===== config.mk =====
export PLATFORM = sky130hd
export DESIGN_NAME = commit_write_scheduler
export DESIGN_NICKNAME = d
export VERILOG_FILES = /design/src/rtl/commit_write_scheduler_pkg.sv /design/src/rtl/commit_write_scheduler_wb_lookup_cam.sv /design/src/rtl/commit_write_scheduler.sv
export SDC_FILE = /design/constraint.sdc
export NUM_CORES = 1
export LEC_CHECK = 0
export ABC_CLOCK_PERIOD_IN_PS = 6300
export CAP_MARGIN = 0
export CORE_ASPECT_RATIO = 0.5
export CORE_MARGIN = 2
export CORE_UTILIZATION = 55
export CTS_BUF_LIST = sky130_fd_sc_hd__clkbuf_16
export DETAILED_ROUTE_END_ITERATION = 16
export PLACE_DENSITY = 0.78
export SLEW_MARGIN = 0
export SYNTH_ARGS = -nofsm -noshare
export SYNTH_HDL_FRONTEND = slang
export SYNTH_HIERARCHICAL = 1
export SYNTH_SLANG_ARGS = --single-unit
export TNS_END_PERCENT = 30

===== constraint.sdc =====
create_clock -name clk -period 6.3 [get_ports clk]
set_input_delay 1.26 -clock clk [delete_from_list [all_inputs] [get_ports clk]]
set_output_delay 1.26 -clock clk [all_outputs]
set_load 0.01 [all_outputs]

===== src/rtl/commit_write_scheduler_pkg.sv =====
// Shared commit/writeback types and constants.
// Imported by the write scheduler and its lookup CAM.
`ifndef TRUE
`define TRUE 1'b1
`endif
`ifndef FALSE
`define FALSE 1'b0
`endif

package commit_write_scheduler_pkg;

  typedef logic        bool;
  typedef logic [4:0]  REG_ADDR;
  typedef logic [31:0] REG;

  typedef struct packed {
    bool     write_reg_need;
    REG_ADDR write_reg_addr;
    REG      result;
  } CMT_REQUIRE;

  typedef struct packed {
    REG_ADDR addr;
    REG      data;
  } WB_ENTRY;

  localparam REG_ADDR ZERO_REG_ADDR = 5'b0;

  function automatic bool slot_eligible(
    input CMT_REQUIRE r
  );
    return r.write_reg_need &&
           (r.write_reg_addr != ZERO_REG_ADDR);
  endfunction

endpackage


===== src/rtl/commit_write_scheduler_wb_lookup_cam.sv =====
// Forwarding CAM over the pending-write queue.
// Walks entries oldest to youngest so the youngest match wins.
module wb_lookup_cam
  import commit_write_scheduler_pkg::*;
#(
  parameter int DEPTH = 4,
  parameter int AW    = $clog2(DEPTH)
) (
  input  WB_ENTRY          q [DEPTH],
  input  logic [DEPTH-1:0] valid,
  input  logic [AW-1:0]    head,
  input  logic [AW:0]      count,
  input  REG_ADDR          lookup_addr,
  output logic             hit,
  output REG               data
);

  logic [AW-1:0] idx;

  // age-ordered scan; a later (younger) match overrides
  always_comb begin
    hit  = 1'b0;
    data = '0;
    idx  = '0;
    for (int i = 0; i < DEPTH; i++) begin
      idx = head + AW'(i);
      if (((AW+1)'(i) < count) && valid[idx] &&
          (q[idx].addr == lookup_addr)) begin
        hit  = 1'b1;
        data = q[idx].data;
      end
    end
  end

endmodule


===== src/rtl/commit_write_scheduler.sv =====
// Funnels dual-issue commit writes onto one regfile port.
// Option: COMMIT_WAW_COALESCE_EN drops slot 0 on same-addr pairs.
module commit_write_scheduler
  import commit_write_scheduler_pkg::*;
#(
  parameter int DEPTH = 4
) (
  input  logic                     clk,
  input  logic                     rst_n,
  input  logic                     in_valid,
  output logic                     in_ready,
  input  CMT_REQUIRE               cmt_require [1:0],
  output bool                      regfile_write_ena,
  output REG_ADDR                  regfile_write_addr,
  output REG                       regfile_write_data,
  input  REG_ADDR                  lookup_addr,
  output bool                      lookup_hit,
  output REG                       lookup_data,
  output logic [$clog2(DEPTH):0]   pending_count
);

  localparam int AW = $clog2(DEPTH);
  localparam int CW = AW + 1;

  WB_ENTRY       mem_q [DEPTH];
  WB_ENTRY       mem_d [DEPTH];
  logic [AW-1:0] head_q, head_d;
  logic [AW-1:0] tail_q, tail_d;
  logic [CW-1:0] count_q, count_d;
  bool           ena_q, ena_d;
  REG_ADDR       addr_q, addr_d;
  REG            data_q, data_d;

  logic          elig0, elig1;
  logic          acc, pop;
  logic [CW-1:0] enq_n;
  logic [AW-1:0] idx1;
  logic [DEPTH-1:0] valid;
  logic          cam_hit;
  REG            cam_data;

  assign in_ready      = (count_q <= CW'(DEPTH - 2));
  assign acc           = in_valid && in_ready;
  assign pop           = (count_q != '0);
  assign pending_count = count_q;

  // slot eligibility, with optional same-address coalescing
  always_comb begin
    elig0 = slot_eligible(cmt_require[0]);
    elig1 = slot_eligible(cmt_require[1]);
`ifdef COMMIT_WAW_COALESCE_EN
    if (elig0 && elig1 &&
        (cmt_require[0].write_reg_addr ==
         cmt_require[1].write_reg_addr))
      elig0 = 1'b0;
`endif
  end

  // enqueue, pop and pointer/count update
  always_comb begin
    mem_d   = mem_q;
    enq_n   = '0;
    idx1    = tail_q + AW'(elig0);
    if (acc) begin
      if (elig0)
        mem_d[tail_q] = '{
          addr: cmt_require[0].write_reg_addr,
          data: cmt_require[0].result};
      if (elig1)
        mem_d[idx1] = '{
          addr: cmt_require[1].write_reg_addr,
          data: cmt_require[1].result};
      enq_n = CW'(elig0) + CW'(elig1);
    end
    tail_d  = tail_q + AW'(enq_n);
    head_d  = head_q + AW'(pop);
    count_d = count_q + enq_n - CW'(pop);
    ena_d   = pop;
    addr_d  = pop ? mem_q[head_q].addr : ZERO_REG_ADDR;
    data_d  = pop ? mem_q[head_q].data : '0;
  end

  // queue storage, pointers and registered write port
  always_ff @(posedge clk or negedge rst_n) begin
    if (!rst_n) begin
      for (int i = 0; i < DEPTH; i++)
        mem_q[i] <= '0;
      head_q  <= '0;
      tail_q  <= '0;
      count_q <= '0;
      ena_q   <= 1'b0;
      addr_q  <= '0;
      data_q  <= '0;
    end else begin
      mem_q   <= mem_d;
      head_q  <= head_d;
      tail_q  <= tail_d;
      count_q <= count_d;
      ena_q   <= ena_d;
      addr_q  <= addr_d;
      data_q  <= data_d;
    end
  end

  assign regfile_write_ena  = ena_q;
  assign regfile_write_addr = addr_q;
  assign regfile_write_data = data_q;

  // occupancy mask derived from head and count
  always_comb begin
    valid = '0;
    for (int j = 0; j < DEPTH; j++)
      valid[j] = (CW'(AW'(j) - head_q) < count_q);
  end

  wb_lookup_cam #(
    .DEPTH (DEPTH)
  ) u_cam (
    .q           (mem_q),
    .valid       (valid),
    .head        (head_q),
    .count       (count_q),
    .lookup_addr (lookup_addr),
    .hit         (cam_hit),
    .data        (cam_data)
  );

  // queue beats the in-flight output register
  always_comb begin
    lookup_hit  = 1'b0;
    lookup_data = '0;
    if (lookup_addr != ZERO_REG_ADDR) begin
      if (cam_hit) begin
        lookup_hit  = 1'b1;
        lookup_data = cam_data;
      end else if (ena_q && (addr_q == lookup_addr)) begin
        lookup_hit  = 1'b1;
        lookup_data = data_q;
      end
    end
  end

endmodule

* After elaboration in Yosys (flattened, before gate mapping) *
Index checks and enable logic that the tools add are counted.
Widths: inputs -> output; s select.

word-level totals
  flip-flop bits (word level) = 193
  bits of input ports = 84
  output and inout bits = 75

cells by class
  $add $sub $neg = 13
  order comparisons = 21
  equal/unequal tests = 5
  multiplexer cells = 46
  bitwise logic cells = 6
  reductions and logical operators = 18

operators by type and width
  operator             number
  $mux 148             3
  $mux 37              10
  $bmux 37 s2          4
  $bwmux 148           2
  $mux 32              8
  $demux 37 s2         2
  $eq 5x5->1           5
  $ge 3x3->1 const B   6
  $not 2->3            6
  $reduce_bool 5->1    3
  $logic_and 1x1->1    14
  $lt 2x3->1 const B   4
  $lt 3x3->1           4
  $mux 1               11
  $bmux 1 s2           4
  $lt 1x3->1 const A   2
  $lt 2x3->1 const A   2
  $lt 3x1->1 const B   2
  $sub 1x2->3 const A  2
  $sub 2x2->3 const A  2
  $mux 5               1
  $add 2x1->2          2
  $add 2x2->2 const B  2
  $add 3x3->3          1
  other kinds (7)      7

* Depth between registers and ports, before layout *
Gate-level depths: netlist of the first run.

  depth after elaboration = 12
  depth in mapped cells = 19
  mapped depth without buffers = 14

* By module *
Netlist of the first run, hierarchy kept.

modules (own cells, without submodules)
  module                  times used  cells each  area an instance (um^2)  seq. area each (um^2)
  commit_write_scheduler  1           998         10674.0                  4829.6
  wb_lookup_cam           1           686         5641.7                   0.0

* Worst setup path before layout of the first run *
No wires, ideal clock.

  kind = register to output
  start point = reg head_q[0]
  end point = out lookup_data[10]
  arrival = 4.097 ns
  slack = 0.943 ns
  stages on the path, launching flop included = 20
  cells stage by stage = dfrtp_1 > buf_1 > inv_1 > ha_1 > inv_1 > ha_1 > a21o_1 > a21oi_1 > nand2b_1 > o221ai_1 > o221ai_1 > nor2_4 > buf_6 > buf_4 > nor2_1 > nand3_1 > clkbuf_1 > clkbuf_1 > mux2i_1 > nor3_1

between the ends
  cells in the longest elaborated chain, start to end = 12

RTL lines
  what                             RTL line                                    text
  from (decl)                      commit_write_scheduler.sv:27                logic [AW-1:0] head_q, head_d;
  from (signal assigned)           commit_write_scheduler.sv:88                head_q <= '0;
  from (signal assigned)           commit_write_scheduler.sv:96                head_q <= head_d;
  $sub 2x2->3 *                    commit_write_scheduler.sv:113               valid[j] = (CW'(AW'(j) - head_q) < count_q);
  $lt 3x3->1 *                     commit_write_scheduler.sv:113
  named net valid[2]               commit_write_scheduler.sv:38                logic [DEPTH-1:0] valid;
  $bmux 1 s2                       commit_write_scheduler_wb_lookup_cam.sv:27  if (((AW+1)'(i) < count) && valid[idx] &&
  $mux 1 (implied by the code)     commit_write_scheduler_wb_lookup_cam.sv:27
  $logic_and 1x1->1 (2 in series)  commit_write_scheduler_wb_lookup_cam.sv:27
  $mux 1 (3 in series)             commit_write_scheduler_wb_lookup_cam.sv:27
  $mux 1 *                         commit_write_scheduler_wb_lookup_cam.sv:27
  named net cam_hit                commit_write_scheduler.sv:39                logic cam_hit;
  $mux 32 *                        commit_write_scheduler.sv:133               if (cam_hit) begin
  $mux 32 *                        commit_write_scheduler.sv:132               if (lookup_addr != ZERO_REG_ADDR) begin
  to (decl)                        commit_write_scheduler.sv:18                output REG lookup_data,

The timed path passes the listed nets; every way through them passes the cells marked *. The select of a mux whose other input is x is not followed.

* Worst setup path after layout of the first run *
  start point = reg head_q[1]
  end point = out lookup_data[0]

The elaborated chain is that of the path after synthesis.

==> run_results.csv, run 1 <==
group,metric,value,unit
placement,placed_cell_area,18000,um^2
global_route,grt_usage,32.2,%
synthesis,synth_enable_flop_cells,0,
die,io_pins,159,
layout,final_area,18600,um^2
hold_path,hp-start,"mem_q[35]",
route,dr.pass1.iters,7,
status,status,"finished, final reports clean",
hold_path,hold_class,"flop to flop",
synthesis,synth_warnings,6,
timing,fin_crit_sh,96.5,%
timing,setup_viol,0,
worst_setup_path,cp_max_fo,14,
route,initialDrtViolationCount,2067,
worst_setup_path,r2r_end,"mem_q[54]",
layout,n_fill_cell,2353,
worst_setup_path,reg2reg_depth,6,
flow_run,cap_violations,0,
synthesis,synth_top_area_cell,"dfrtp_1",
clock_tree,cts.sinks,193,
power,leakagePower,7.12,nW
worst_setup_path,critPathCaptureType,"output pin",
worst_setup_path,critPathRequiredTime,5040,ps
synthesis,netlist_area,16300,um^2
timing,fin_worst_skew,8.38,ps
layout,drive_gt1_share,18.0,%
timing,rsz0062_at_grt,"no",
clock_tree,tritoncts,"done",
clock_tree,clock-root-buffer,"clkbuf_16",
clock_tree,clkLatencyLatePin,470,ps
layout,nets,1829,
die,rows,44,
synthesis,synth_top_area_share,29.6,%
synthesis,syn_nets,1785,
route,detail_route.vias_per_cell,6.90,
timing,finalSetupTns,0,ps
global_route,grt_pass1_wl,79200,um
synthesis,syn_inst,1684,
layout,area_growth,14.0,%
timing,maxSlewViolCount,0,
worst_setup_path,reg2reg_from,"tail_q[0]",
die,die_w,248,um
synthesis,async_flop_share,100,%
die,die_height,126,um
timing,worstMarginPinSlew,1040,ps
global_route,grt-ovfl-total,0,
worst_setup_path,path_cells,"inv_1 -> ha_1 -> inv_1 -> ha_1 -> a21o_1 -> a21oi_1 -> mux4_2 -> nand2_1 -> nor4_4 -> o21ai_0 -> nand3_2 -> buf_6 -> buf_4 -> mux2i_1 -> nor3_1 -> clkdlybuf4s50_1",
global_route,grt_antenna_before_repair,1,
worst_setup_path,cpMaxStageDelayCell,"clkdlybuf4s50_1",
power,ir_worst_vdd,594,uV
die,start_util,56.1,%
clock_tree,cts_buffers,17,
worst_setup_path,cp.arrival,4820,ps
synthesis,syn_area_per_cell,9.69,um^2
clock_tree,ctsLongestPathBuffers,2,
global_route,grt_pass1_vias,14200,
die,core,29100,um^2
placement,dpl.hpwl,30900,um
synthesis,synth.distinct_cells,49,
timing,timing.fmax,165,MHz
synthesis,ys_seq_area_share,29.6,%
die,die_area,31100,um^2
worst_setup_path,cp_slowest_stage_delay,570,ps
timing,relSlewSlack,30.9,%
synthesis,synthTopCellsByArea,"dfrtp_1, mux2i_1, mux4_2",
route,drc,0,
power,power_density,590,nW/um^2
worst_setup_path,crit_type,"flop to output pin",
synthesis,ys_ff_latch,193,
timing,period_needed,6080,ps
hold_path,hold_end,"mem_q[35]",
clock_tree,clkTransAtPathRegs,70,ps
placement,port_buffers,158,
route,vias,14700,
route,drt-total-wl,50000,um
clock_tree,htreeDepth,4,
route,wl_per_cell,23.5,um
placement,routabilityCongestion,0.859,
worst_setup_path,r2r_slack,3140,ps
global_route,grt_max_degree,150,
hold_path,min_path_cells,2,
synthesis,synthFlopType,"dfrtp_1",
timing,finalHoldViolations,0,
worst_setup_path,worstSetupStartpointType,"flop",
route,antenna_left,0,
==> area by class of cell <==
cell class,count,area (um^2),share of cell area (%)
timing repair buffer,215,2130,11.5
tap,391,489,2.63
multi-input combinational,1136,9960,53.5
sequential,193,4840,26.0
inverter,165,619,3.33
antenna,1,2.50,0.0135
clock buffer,17,425,2.29
clock inverter,15,136,0.733
==> stage by stage <==
stage | utilization (%) | std cells | hold WS, ps | setup slack (ps) | total power [mW]
after CTS | 63.8 | 2128 | 583 | 7.21 | 10.8
after global routing | 64.0 | 2133 | 619 | 9.73 | 11.7
after detailed placement | 61.9 | 2096 | 571 | 452 | 9.69
after global placement | 61.9 | 2096 | 571 | 494 | 9.54
final | 64.0 | 2133 | 576 | 223 | 11.0
after floorplan | - | 1684 | 538 | 943 | 7.74
==> registers in the layout, summed over array words and instances (netlist names) <==
name and flops:
mem_q 148, tail_q 2, regfile_write_data 32, regfile_write_addr 5
regfile_write_ena 1, pending_count 3, head_q 2
==> where the power goes <==
part / leakage, nW / total (mW) / switching (mW) / internal (mW)
registers: 2.33 / 2.68 / 0.787 / 1.89
logic: 4.53 / 7.21 / 3.81 / 3.41
clock network: 0.263 / 1.09 / 0.543 / 0.549
total: 7.12 / 11.0 / 5.14 / 5.85
==> cells in the mapped netlist (50+ instances only) <==
master,instances
o221ai_1,86
nand3_1,145
dfrtp_1,193
o221ai_2,60
clkbuf_1,64
inv_1,165
mux4_2,56
o211ai_1,64
nand2_1,98
mux2i_1,136
nor2_1,50
mux2_2,85
buf_2,66
==> worst max-delay path, delay by kind of cell (launching register included) <==
| kind | cells | cell delay [ps] |
|---|---|---|
| buffers and inverters | 5 | 1260 |
| flip-flops | 1 | 540 |
| multiplexers | 2 | 410 |
| adder cells (fa/ha/maj) | 2 | 560 |
| AND/OR/NAND/NOR | 4 | 900 |
| AO/OA/AOI/OAI | 3 | 680 |
==> layout by cell type, fill, tap and decap left out, drive strengths merged, types with 19 or more instances in the layout <==
cell           netlist  layout
a31oi               34      34
a32o                32      32
buf                126      57
clkdlybuf4s50        0     157
dfrtp              193     193
inv                165     169
mux2                96      96
mux2i              136     136
mux4                56      56
nand2               98      98
nand3              145     145
nor2                51      51
nor2b               39      39
nor3                37      37
o211ai              64      64
o21a                38      38
o221ai             146     146
o311ai              65      65
xnor2               19      19
==> what timing repair did <==
item                                    4_1_cts  5_1_grt
hold buffers                                  0        0
buffers inserted                              0        4
endpoints found under the setup margin        0       27
gates resized for setup                       0        2
==> worst max path at each step <==
stage	depth (start not counted)	end	from
final	16	lookup_data[0]	head_q[1]
after global routing	16	lookup_data[15]	head_q[1]
after CTS	16	lookup_data[0]	head_q[1]
after detailed placement	11	lookup_data[0]	lookup_addr[0]
after global placement	11	lookup_data[0]	lookup_addr[0]
after floorplan	19	lookup_data[10]	head_q[0]
==> metal layers <==
metal  part of all wire [%]  wire, um  GRT usage, %
met3                     10      5140          7.61
met2                     45     22600          48.5
met5                      0         0             0
met1                     41     20400          44.2
met4                    3.8      1920          14.7
==> cell families after synthesis <==
logic type / share of synthesized area, %
xor+xnor: 2.12
flops: 29.6
simple gates: 11.4
fa+ha+maj: 1.35
buf+inv: 10.0
compound gates: 22.8
mux: 22.7
Note: power is estimated with default switching activity, not from simulation.
==> run 2, diff against run 1 <==
- CTS_BUF_LIST: sky130_fd_sc_hd__clkbuf_16 -> unset
==> run_results.csv, run 2 (same netlist as run 1, synthesis figures left out) <==
group,metric,value,unit
status,status,"finished, final reports clean",
timing,finalHoldViolations,0,
route,antenna_left,0,
clock_tree,clkTransAtPathRegs,70,ps
route,drc,0,
die,die_w,248,um
layout,final_common_cell,"dfrtp_1",
die,core,29100,um^2
global_route,grt_pass1_wl,79300,um
clock_tree,htreeDepth,4,
timing,setup_viol,0,
timing,fin_crit_sh,96.4,%
flow_run,cap_violations,0,
layout,nets,1829,
layout,area_growth,14.1,%
layout,largest_reg_flops,148,
timing,maxSlewViolCount,0,
hold_path,hold_end,"mem_q[35]",
placement,port_buffers,158,
placement,dpl.hpwl,30900,um
die,die_area,31100,um^2
route,wl_per_cell,23.5,um
global_route,grt_antenna_before_repair,1,
die,io_pins,159,
timing,hold_slack,578,ps
layout,n_fill_cell,2347,
timing,period_needed,6080,ps
route,vias,14700,
timing,relSlewSlack,33.7,%
route,dr.pass1.iters,8,
worst_setup_path,cp_max_fo,14,
worst_setup_path,worstSetupStartpointType,"flop",
timing,timing.fmax,165,MHz
clock_tree,cts.sinks,193,
timing,rsz0062_at_grt,"no",
die,rows,44,
hold_path,min_path_cells,2,
global_route,grt_pass1_vias,14300,
global_route,grt_usage,32.2,%
global_route,grt_max_degree,150,
placement,routabilityCongestion,0.859,
clock_tree,clock-root-buffer,"clkbuf_16",
power,leakagePower,7.13,nW
worst_setup_path,reg2reg_from,"tail_q[0]",
worst_setup_path,cp.arrival,4820,ps
route,drt-total-wl,50100,um
clock_tree,ctsLongestPathBuffers,2,
timing,finalSetupTns,0,ps
worst_setup_path,critPathCaptureType,"output pin",
die,start_util,56.1,%
hold_path,hp-start,"mem_q[35]",
worst_setup_path,reg2reg_depth,6,
worst_setup_path,crit_type,"flop to output pin",
layout,final_cell_mix,"dfrtp_1, inv_1, clkdlybuf4s50_1",
clock_tree,cts_buffers,17,
power,ir_worst_vdd,592,uV
layout,drive_gt1_share,18.2,%
worst_setup_path,crit_start,"head_q[1]",
clock_tree,tritoncts,"done",
route,initialDrtViolationCount,2160,
global_route,grt-ovfl-total,0,
timing,worstMarginPinSlew,995,ps
hold_path,hold_class,"flop to flop",
route,detail_route.vias_per_cell,6.87,
clock_tree,clkLatencyLatePin,460,ps
worst_setup_path,r2r_end,"mem_q[54]",
worst_setup_path,critPathRequiredTime,5040,ps
power,power_density,591,nW/um^2
timing,fin_worst_skew,7.76,ps
die,die_height,126,um
worst_setup_path,r2r_slack,3110,ps
layout,largest-register,"mem_q",
==> run 2: layer usage <==
layer | global-route usage [%] | share of wire [%] | wire length [um]
met1 | 44.1 | 41 | 20500
met2 | 48.3 | 45 | 22700
met3 | 7.74 | 9.9 | 4960
met4 | 15.3 | 3.8 | 1920
met5 | 0 | 0 | 0
==> run 2: power by group <==
group	internal, mW	total (mW)	switching, mW
clock	0.574	1.12	0.547
combinational	3.41	7.21	3.80
sequential	1.89	2.68	0.787
total	5.87	11.0	5.14
==> run 2: worst max-delay path: stages, from the launching register on <==
cell and delay (ps):
dfrtp_4 540, inv_1 90, ha_1 300, inv_1 50
ha_1 260, a21o_1 160, a21oi_1 240, mux4_2 290
nand2_1 110, nor4_4 420, o21ai_0 270, nand3_2 200
buf_6 270, buf_4 280, mux2i_1 130, nor3_1 150
clkdlybuf4s50_1 570
==> run 2: worst max-delay path by stage <==
stage / endpoint / depth (start not counted)
after floorplan: lookup_data[10] / 19
after global placement: lookup_data[0] / 11
after detailed placement: lookup_data[0] / 11
after CTS: lookup_data[0] / 16
after global routing: lookup_data[15] / 16
final: lookup_data[0] / 16
==> run 2: through the flow <==
| step | setup WS [ps] | utilization [%] | total power [mW] | std cells | area, um^2 |
|---|---|---|---|---|---|
| floorplan | 943 | - | 7.74 | 1684 | 16300 |
| global placement | 494 | 61.9 | 9.54 | 2096 | 18000 |
| detailed placement | 452 | 61.9 | 9.69 | 2096 | 18000 |
| CTS | 4.78 | 63.9 | 10.8 | 2128 | 18600 |
| global route | 16.4 | 64.1 | 11.7 | 2133 | 18600 |
| finish | 224 | 64.1 | 11.0 | 2133 | 18600 |
==> run 2: cell type report <==
type | count | area (um^2) | area share [%]
Multi-Input combinational cell | 1136 | 9960 | 53.5
Sequential cell | 193 | 4840 | 26.0
Timing Repair Buffer | 215 | 2130 | 11.5
Inverter | 165 | 619 | 3.33
Tap cell | 391 | 489 | 2.63
Clock buffer | 19 | 453 | 2.43
Clock inverter | 13 | 129 | 0.692
Antenna cell | 1 | 2.50 | 0.0134
==> run 2: timing repair <==
| action | in CTS | in global routing |
|---|---|---|
| resized for setup | 0 | 2 |
| setup buffers | 0 | 4 |
| hold buffers | 0 | 0 |
| endpoints found under the setup margin | 0 | 27 |
==> run 3, diff against run 2 <==
- PLACE_DENSITY: 0.78 -> 0.76
==> run_results.csv, run 3 (same netlist as run 1, synthesis figures left out) <==
group,metric,value,unit
global_route,grt_pass1_wl,83100,um
hold_path,hold_class,"flop to flop",
worst_setup_path,critPathRequiredTime,5040,ps
timing,rsz0062_at_grt,"no",
layout,final_cell_mix,"dfrtp_1, inv_1, clkdlybuf4s50_1",
placement,dpl.hpwl,32800,um
global_route,grt-ovfl-total,0,
timing,finalSetupTns,0,ps
route,detail_route.vias_per_cell,7.11,
timing,fin_worst_skew,17.0,ps
timing,setup_viol,0,
route,antenna_left,0,
placement,port_buffers,158,
die,die_area,31100,um^2
clock_tree,clkTransAtPathRegs,70,ps
worst_setup_path,cp_max_fo,50,
timing,period_needed,6100,ps
layout,nets,1824,
layout,largest-register,"mem_q",
timing,fin_crit_sh,96.8,%
die,start_util,56.1,%
worst_setup_path,crit_type,"flop to output pin",
worst_setup_path,critPathCaptureType,"output pin",
clock_tree,clkLatencyLatePin,470,ps
clock_tree,clock-root-buffer,"clkbuf_16",
die,io_pins,159,
route,dr.pass1.iters,8,
layout,multiInputGateArea,9970,um^2
flow_run,cap_violations,0,
clock_tree,htreeDepth,4,
timing,timing.fmax,164,MHz
timing,finalHoldViolations,0,
timing,relSlewSlack,23.5,%
clock_tree,ctsLongestPathBuffers,2,
die,die_height,126,um
worst_setup_path,worstSetupStartpointType,"flop",
timing,setup_slack,204,ps
timing,worstMarginPinSlew,1150,ps
layout,drive_gt1_share,18.2,%
die,core,29100,um^2
layout,regArea,4840,um^2
global_route,grt_usage,34.1,%
global_route,grt_pass1_vias,15000,
clock_tree,cts_hold_buffers,0,
die,rows,44,
timing,hold_slack,614,ps
route,drc,0,
status,status,"finished, final reports clean",
route,drt-total-wl,52700,um
clock_tree,cts_buffers,17,
timing,maxSlewViolCount,0,
clock_tree,cts.sinks,193,
layout,area_growth,14.0,%
route,initialDrtViolationCount,1861,
layout,largest_reg_flops,148,
power,leakagePower,7.11,nW
die,die_w,248,um
power,ir_worst_vdd,438,uV
clock_tree,tritoncts,"done",
layout,final_common_cell,"dfrtp_1",
layout,n_fill_cell,2254,
route,wl_per_cell,24.8,um
global_route,grt_max_degree,167,
global_route,grt_antenna_before_repair,0,
placement,routabilityCongestion,0.948,
route,vias,15100,
worst_setup_path,cp.arrival,4840,ps
power,power_density,602,nW/um^2
placement,place_ws,365,ps
run 3: cell count changes in the layout (fill, tap and decap cells not counted), sizes merged:
cell	before	now
buf	57	52
clkinvlp	4	0
clkinv	4	6
bufinv	1	3
run 3: timing repair:
action | in CTS | in global routing
pin swaps | 0 | 2
setup buffers | 1 | 1
gates resized for setup | 1 | 1
endpoints found under the setup margin | 19 | 18
run 3: final cells by class:
| type | count | area share [%] |
|---|---|---|
| inverter | 165 | 3.33 |
| clock buffer | 19 | 2.33 |
| tap | 391 | 2.63 |
| timing repair buffer | 210 | 11.2 |
| sequential | 193 | 26.0 |
| antenna | 1 | 0.0135 |
| clock inverter | 13 | 0.854 |
| multi-input combinational | 1136 | 53.6 |
run 3: report_power, final:
group,switching (mW),internal (mW),leakage [nW],total [mW]
clock network,0.531,0.627,0.296,1.16
registers,0.779,1.89,2.33,2.67
logic,3.95,3.42,4.49,7.37
run 3: critical path: stages, from the launching register on:
cell,delay (ps)
dfrtp_4,580
inv_1,120
ha_1,310
ha_1,290
a21o_1,170
a21oi_1,270
nand2_1,130
o221ai_1,310
o221ai_4,170
nor2_4,210
buf_12,290
mux2_1,350
a32o_1,260
mux2i_2,310
nor3_1,80
clkdlybuf4s50_1,490
run 3: stage by stage:
step                cells  instance area (um^2)  utilization (%)  power (mW)
floorplan            1684                 16300                -        7.74
global placement     2093                 18000             61.9        9.45
detailed placement   2093                 18000             61.9        9.82
CTS                  2126                 18600             64.0        11.0
global route         2127                 18600             64.0        11.8
finish               2128                 18600             64.0        11.2
run 3: worst paths after layout:
| path | from | end | slack (ps) | cells after the start |
|---|---|---|---|---|
| min reg2reg | mem_q[131] | mem_q[131] | 610 | 2 |
| max | head_q[1] | lookup_data[11] | 200 | 15 |
| max reg2reg | pending_count[1] | mem_q[83] | 2880 | 6 |
| min | mem_q[131] | mem_q[131] | 610 | 2 |
| min in group asynchronous | rst_n | mem_q[63] | 810 | 1 |
| max in group asynchronous | rst_n | mem_q[120] | 4160 | 2 |
run 3: per-layer routing:
layer | wire length [um] | GRT usage [%]
met5 | 0 | 0
met4 | 2180 | 17.2
met3 | 5170 | 6.91
met2 | 24200 | 52.4
met1 | 21200 | 45.9
